==> src/rtl/ldr_pkg.sv <==
// Shared types and helpers for the load-execute unit: FSM states, load modes,
// and the byte-lane index width.
package ldr_pkg;

  typedef enum logic [2:0] {
    S_IDLE = 3'b001,
    S_WAIT = 3'b010,
    S_WB   = 3'b100
  } state_e;

  typedef enum logic [1:0] {
    LD_WORD   = 2'd0,
    LD_BYTE_U = 2'd1,
    LD_BYTE_S = 2'd2
  } ld_mode_e;

  // Bits needed to pick one of DATA_W/8 byte lanes.
  function automatic int lane_w(input int data_w);
    return $clog2(data_w / 8);
  endfunction

endpackage

==> src/rtl/ldr_byte_lane.sv <==
// Big-endian byte-lane select with zero or sign extension to DATA_W.
module ldr_byte_lane
  import ldr_pkg::*;
#(
  parameter int DATA_W = 16,
  parameter int LW     = lane_w(DATA_W)
) (
  input  logic [DATA_W-1:0] data,
  input  logic [LW-1:0]     lane,
  input  logic              sext,
  output logic [DATA_W-1:0] byte_ext
);

  logic [7:0] sel;

  // Lane 0 is the most significant byte of the word.
  always_comb begin
    sel = '0;
    for (int unsigned i = 0; i < DATA_W / 8; i++) begin
      if (lane == LW'(i)) sel = data[DATA_W-1-8*i -: 8];
    end
    byte_ext = {{(DATA_W-8){sext & sel[7]}}, sel};
  end

endmodule

==> src/rtl/instr_ldr_gen.sv <==
// Load-execute unit: base + offset address, one memory read, result (and
// optional base writeback) onto regbus3, with a memory-timeout watchdog.
module instr_ldr_gen
  import ldr_pkg::*;
#(
  parameter int          DATA_W  = 16,
  parameter int          ADDR_W  = 16,
  parameter int unsigned TIMEOUT = 255,
  parameter int          TO_W    = 8
) (
  input  logic              clk,
  input  logic              reset,
  input  logic              ldr,
  input  logic              ldrb,
  input  logic              sext,
  input  logic              wb,
  output logic              executeBusy,
  input  logic [DATA_W-1:0] operand,
  input  logic [DATA_W-1:0] regbus2,
  output logic              r3we,
  output logic              r3sel,
  output logic [DATA_W-1:0] regbus3,
  output logic [ADDR_W-1:0] memory_address,
  input  logic [DATA_W-1:0] memory_data,
  output logic              memory_request,
  input  logic              memory_done,
  output logic              fault
);

  localparam int LW = lane_w(DATA_W);

  state_e            state, state_n;
  ld_mode_e          mode, mode_n;
  logic              wb_q, wb_n;
  logic [DATA_W-1:0] sum, sum_q, sum_n;
  logic [TO_W-1:0]   cnt, cnt_n;

  logic              busy_n, req_n, we_n, sel_n, fault_n;
  logic [ADDR_W-1:0] addr_n;
  logic [DATA_W-1:0] bus3_n, byte_val, loaded;

  assign sum = operand + regbus2;

  ldr_byte_lane #(.DATA_W(DATA_W), .LW(LW)) u_lane (
    .data     (memory_data),
    .lane     (sum_q[LW-1:0]),
    .sext     (mode == LD_BYTE_S),
    .byte_ext (byte_val)
  );

  assign loaded = (mode == LD_WORD) ? memory_data : byte_val;

  always_comb begin
    state_n = state;
    mode_n  = mode;
    wb_n    = wb_q;
    sum_n   = sum_q;
    cnt_n   = cnt;
    busy_n  = executeBusy;
    req_n   = memory_request;
    addr_n  = memory_address;
    we_n    = 1'b0;
    sel_n   = 1'b0;
    bus3_n  = '0;
    fault_n = 1'b0;
    case (state)
      S_IDLE: begin
        busy_n = 1'b0;
        req_n  = 1'b0;
        addr_n = '0;
        if (ldr || ldrb) begin
          state_n = S_WAIT;
          busy_n  = 1'b1;
          req_n   = 1'b1;
          addr_n  = sum[ADDR_W-1:0];
          mode_n  = ldr ? LD_WORD : (sext ? LD_BYTE_S : LD_BYTE_U);
          wb_n    = wb;
          sum_n   = sum;
          cnt_n   = '0;
        end
      end
      S_WAIT: begin
        // A done arriving in the timeout cycle still completes the load.
        if (memory_done) begin
          req_n   = 1'b0;
          addr_n  = '0;
          we_n    = 1'b1;
          bus3_n  = loaded;
          busy_n  = wb_q;
          state_n = wb_q ? S_WB : S_IDLE;
        end else if (TIMEOUT != 0 && cnt == TO_W'(TIMEOUT)) begin
          req_n   = 1'b0;
          addr_n  = '0;
          fault_n = 1'b1;
          busy_n  = 1'b0;
          state_n = S_IDLE;
        end else begin
          cnt_n = cnt + 1'b1;
        end
      end
      S_WB: begin
        we_n    = 1'b1;
        sel_n   = 1'b1;
        bus3_n  = sum_q;
        busy_n  = 1'b0;
        state_n = S_IDLE;
      end
      default: begin
        state_n = S_IDLE;
        busy_n  = 1'b0;
        req_n   = 1'b0;
        addr_n  = '0;
      end
    endcase
  end

  always_ff @(posedge clk) begin
    if (reset) begin
      state          <= S_IDLE;
      mode           <= LD_WORD;
      wb_q           <= 1'b0;
      sum_q          <= '0;
      cnt            <= '0;
      executeBusy    <= 1'b0;
      memory_request <= 1'b0;
      memory_address <= '0;
      r3we           <= 1'b0;
      r3sel          <= 1'b0;
      regbus3        <= '0;
      fault          <= 1'b0;
    end else begin
      state          <= state_n;
      mode           <= mode_n;
      wb_q           <= wb_n;
      sum_q          <= sum_n;
      cnt            <= cnt_n;
      executeBusy    <= busy_n;
      memory_request <= req_n;
      memory_address <= addr_n;
      r3we           <= we_n;
      r3sel          <= sel_n;
      regbus3        <= bus3_n;
      fault          <= fault_n;
    end
  end

endmodule

==> config.mk <==
export PLATFORM = sky130hd
export DESIGN_NAME = instr_ldr_gen
export DESIGN_NICKNAME = d
export VERILOG_FILES = /design/src/rtl/ldr_pkg.sv /design/src/rtl/ldr_byte_lane.sv /design/src/rtl/instr_ldr_gen.sv
export SDC_FILE = /design/constraint.sdc
export NUM_CORES = 1
export LEC_CHECK = 0
export CAP_MARGIN = 20
export CORE_MARGIN = 3
export CORE_UTILIZATION = 49
export DETAILED_ROUTE_END_ITERATION = 6
export PLACE_DENSITY = 0.81
export SLEW_MARGIN = 20
export SYNTH_ARGS = -nofsm -noshare
export SYNTH_HDL_FRONTEND = slang
export SYNTH_HIERARCHICAL = 1
export SYNTH_SLANG_ARGS = --single-unit
==> constraint.sdc <==
create_clock -name clk -period 2.5 [get_ports clk]
set_clock_uncertainty 0.1 [all_clocks]
set_input_delay 0.375 -clock clk [delete_from_list [all_inputs] [get_ports clk]]
set_output_delay 0.375 -clock clk [all_outputs]
set_load 0.02 [all_outputs]
## Word-level counts from Yosys, hierarchy flattened

Index checks and enable logic that the tools add are counted.
Widths: inputs -> output; s select.

| word-level totals | value |
|---|---|
| register bits | 67 |
| output and inout port bits | 37 |

| cells by class | value |
|---|---|
| bitwise gates (word level) | 3 |
| equal/unequal tests | 9 |
| reduce and logical (&&, ||, !) cells | 8 |
| add/sub/neg operators | 2 |
| muxes and demuxes | 29 |

Operators with widths:

| operator | number |
|---|---|
| $mux 16 | 5 |
| $pmux 16 s3 | 1 |
| $mux 8 | 4 |
| $pmux 16 s2 | 1 |
| $add 16x16->16 | 1 |
| $pmux 8 s2 | 1 |
| $mux 3 | 4 |
| $add 8x1->8 const B | 1 |
| $eq 8x8->1 const B | 1 |
| $mux 1 | 7 |
| $ne 2x2->1 const B | 3 |
| $pmux 3 s2 | 1 |
| $reduce_and 2->1 | 3 |
| $mux 2 | 2 |
| $pmux 1 s2 | 2 |
| $reduce_and 4->1 | 1 |
| $eq 3x1->1 const B | 1 |
| $eq 3x2->1 const B | 1 |
| $eq 3x3->1 const B | 1 |
| $ne 3x3->1 const B | 1 |
| $pmux 1 s3 | 1 |
| $reduce_or 3->1 | 1 |
| $eq 2x2->1 const B | 1 |
| $logic_not 2->1 | 1 |
| 4 further kinds | 5 |

## Longest topological paths before layout

| logic depth | value |
|---|---|
| depth after elaboration | 5 |
| depth in mapped cells | 8 |

## Cells and area by module

The synthesis kept the hierarchy.

Modules (own cells, without submodules):

| module | times used | cells an instance | sequential area each (um^2) | area each (um^2) |
|---|---|---|---|---|
| instr_ldr_gen | 1 | 407 | 1341.3 | 3324.4 |
| ldr_byte_lane | 1 | 17 | 0.0 | 166.4 |

## Worst setup path before layout

Ideal clock, no wire load.

| timing | value |
|---|---|
| path type | input-to-reg |
| start | in operand[0] |
| end | reg sum_q[14] |
| setup time | 0.114 ns |
| slack | 0.230 ns |
| data required time | 2.286 ns |
| stages on the path | 8 |
| arrival time | 2.056 ns |
| path buffers | 0 |
| cells stage by stage | ha_1 > fa_1 > a21o_1 > a221oi_2 > o21bai_1 > mux2i_1 > o311ai_1 > a21o_1 |

| on the way | value |
|---|---|
| word-level cells in the longest chain between the ends | 1 |

RTL lines:

| what | line | source |
|---|---|---|
| from (decl) | instr_ldr_gen.sv:18 | `input logic [DATA_W-1:0] operand,` |
| $add 16x16->16 | instr_ldr_gen.sv:42 | `assign sum = operand + regbus2;` |
| to (signal assigned) | instr_ldr_gen.sv:135 | `sum_q <= sum_n;` |
| to (decl) | instr_ldr_gen.sv:35 | `logic [DATA_W-1:0] sum, sum_q, sum_n;` |

Every way passes these cells.
A chain may end at the register's enable or synchronous reset.

## Worst setup path in the final report

Same ends and word-level chain as after synthesis.

==> results.yml <==
yosys:
  synth-edff-count: 0
  synth_area_um2: 3491
  yosysSeqAreaShare: 0.3842
  yosysTopAreaCellShare: 0.3842
  ys_ff_latch: 67
  yosysWarnings: 6
  synth_area_per_cell_um2: 8.233
  async_flop_share: 0
  yosysTopAreaCell: "dfxtp_1"
  syn_nets: 496
  ys_types: 56
  synthTopCellsByArea: "dfxtp_1 38%, a21oi_1 9.5%, nand2_1 8.1%"
  postSynthCellCount: 424
  synth_flop_cell: "dfxtp_1"
place:
  io_buffers: 91
  pre_cts_slack_ns: -0.2893
  dp_hpwl_um: 6756
  gp_congestion: 0.9082
clocking:
  cts_max_path_buffers: 2
  path_clk_slew_ns: 0.07
  insertion_delay_ns: 0.34
  numCtsBuffers: 9
  clkSinkCount: 67
  cts_tree: "yes"
  root_buffer: "clkbuf_8"
  cts_hold_buf: 0
  h-tree-depth: 3
die:
  dieArea_um2: 8173
  num_rows: 30
  chipWidth_um: 90.41
  core_um2: 6869
  chipHeight_um: 90.41
  io_pins: 92
  start_util: 0.5082
sta:
  period_needed_ns: 2.392
  hold_slack_ns: 0.3537
  slew_headroom: 0.4686
  drv_slew: 0
  clock.fmax_mhz: 418.1
  worst_slew_pin_slew_ns: 0.7955
  setup-tns-final_ns: 0
  period_share: 0.9566
  finalSetupViolCount: 0
  finalHoldViolations: 0
  finalWorstSetupSlack_ns: 0.1084
  rsz0062_at_grt: "false"
global_routing:
  grt_first_pass_wirelength_um: 15040
  grt.overflow.total: 0
  grt_max_degree: 31
  antenna_found_initial: 0
  grt_pass1_vias: 3235
  grtUsageTotal: 0.2234
worst_setup_path:
  cpMaxStageDelayCell: "clkdlybuf4s50_1"
  path_max_fanout: 4
  r2r_end: "sum_q[10]"
  crit-reg2reg-launch: "state[0]"
  start_kind: "input pin"
  arrival_ns: 2.53
  cpMostUsedCell: "a21o_1"
  cp-end-kind: "flip-flop"
  crit_required_ns: 2.64
  r2r_setup_slack_ns: 0.36
  crit_path_max_incr_delay_ns: 0.42
  critical_path_class: "input pin to flip-flop"
  reg2reg_depth: 4
  path_cells: "clkdlybuf4s50_1 -> ha_2 -> fa_2 -> a21o_1 -> a221oi_2 -> buf_4 -> o21bai_1 -> mux2i_1 -> o311ai_2 -> a21o_1"
routing:
  drt-initial-drc-count: 196
  remaining_drc_errors: 0
  num_vias: 3404
  route.top_layer_used: "met4"
  post_drt_wl_per_cell_um: 14.18
  wl_met1_um: 3941
  met3_wirelength_um: 760
  antenna_left: 0
  met2_length_um: 4182
  drt_pass1_iterations: 5
  via_per_inst: 5.361
  wl_um: 9007
layout:
  layout.cells.most_common: "clkdlybuf4s50_1"
  final_cell_mix: "91 x clkdlybuf4s50_1, 75 x nand2_1, 67 x dfxtp_1"
  diodes: 0
  fin_nets: 606
  drive_above_1_share: 0.1336
  area_delta_synth_final_pct: 39.39
power:
  power.total_mw: 2.981
  power_leakage_nw: 1.929
  power_density_nw_per_um2: 612.6
  vdd_ir_drop_max_mv: 0.2449
hold_path:
  worstHoldPathType: "flip-flop to flip-flop"
  whs_path_depth: 2
  holdPathEnd: "sum_q[8]"
  hold_start: "sum_q[8]"
run_status:
  status: "completed"
run:
  drv_cap: 0
power breakdown:
group / total [mW] / switching (mW) / internal (mW)
combinational: 0.749 / 0.376 / 0.373
sequential: 1.21 / 0.0634 / 1.15
clock: 1.02 / 0.404 / 0.615
total: 2.98 / 0.843 / 2.14
final cells by class:
class | instances | area (um2)
well taps | 96 | 120.1
clock inverters | 4 | 72.57
fillers | 549 | 2003
repair buffers | 123 | 1151
flip-flops and latches | 67 | 1341
inverters | 2 | 7.507
multi-input cells | 331 | 2018
clock buffers | 12 | 155.1
timing repair:
item / CTS / global route
setup endpoints to repair: 0 / 2
setup buffers: 0 / 1
hold endpoints to repair: 0 / 0
gates resized for setup: 0 / 3
per-stage QoR:
| step | util | area, um2 | std cells |
|---|---|---|---|
| 6_report | 0.7084 | 4866 | 635 |
| 5_1_grt | 0.7084 | 4866 | 635 |
| 4_1_cts | 0.7055 | 4846 | 634 |
| 3_5_place_dp | 0.6723 | 4618 | 618 |
| 3_3_place_gp | 0.6723 | 4618 | 618 |
| 2_1_floorplan | - | 3491 | 424 |
synth_stat cells (2+ instances only):
master    count
a211oi_1      5
a21o_1        7
a21oi_1      66
a22o_1        7
and2_1        3
and3_1        4
buf_2         2
buf_4         7
clkbuf_1     12
dfxtp_1      67
ha_1         16
inv_1         2
mux2_2        7
mux2i_1       3
nand2_1      75
nand2b_1      3
nand3_1       8
nand4_1       7
nor2_1       43
nor2_2        2
nor2b_1       8
nor3_1        8
nor4_1        2
o21ai_0       8
o21ai_2       2
o21bai_1      3
o311ai_1      3
xnor2_1       7
xor2_1       10
cells by family (layout without fill, tap and decap cells):
kind of cell | count (synthesis) | count (layout) | share of synthesized area
and+or+nand+nor | 175 | 175 | 0.2358
AOI/OAI and AO/OA | 111 | 111 | 0.1975
DFF | 67 | 67 | 0.3842
buffers and inverters | 26 | 141 | 0.04122
adders and majority gates | 17 | 17 | 0.06308
xor gates and xnor gates | 17 | 17 | 0.04265
muxes | 11 | 11 | 0.03548
worst max-delay path by stage:
stage,start,to,cells after the start
2_1_floorplan,operand[0],sum_q[14],8
3_3_place_gp,operand[0],sum_q[14],10
3_5_place_dp,operand[0],memory_address[14],10
4_1_cts,operand[0],memory_address[14],10
5_1_grt,operand[0],memory_address[14],10
6_report,operand[0],sum_q[14],10
critical path: cells and delay by family:
family / cells / cell delay, ns
adder cells (fa/ha/maj): 2 / 0.54
AO/OA/AOI/OAI: 5 / 0.82
multiplexers: 1 / 0.20
buffers and inverters: 2 / 0.59
per-layer routing:
| layer | up-vias | track usage |
|---|---|---|
| met5 | - | 0 |
| met3 | 11 | 0.06750 |
| met2 | 143 | 0.3727 |
| met1 | 1553 | 0.2766 |
| met4 | 0 | 0.06888 |
| li1 | 1697 | - |
registers in the layout (all words and copies together), names as in the netlist, 2 cells and up:
register        cells
mode                2
sum_q              16
state               3
regbus3            16
cnt                 8
memory_address     16
(Power assumes the default switching activity.)
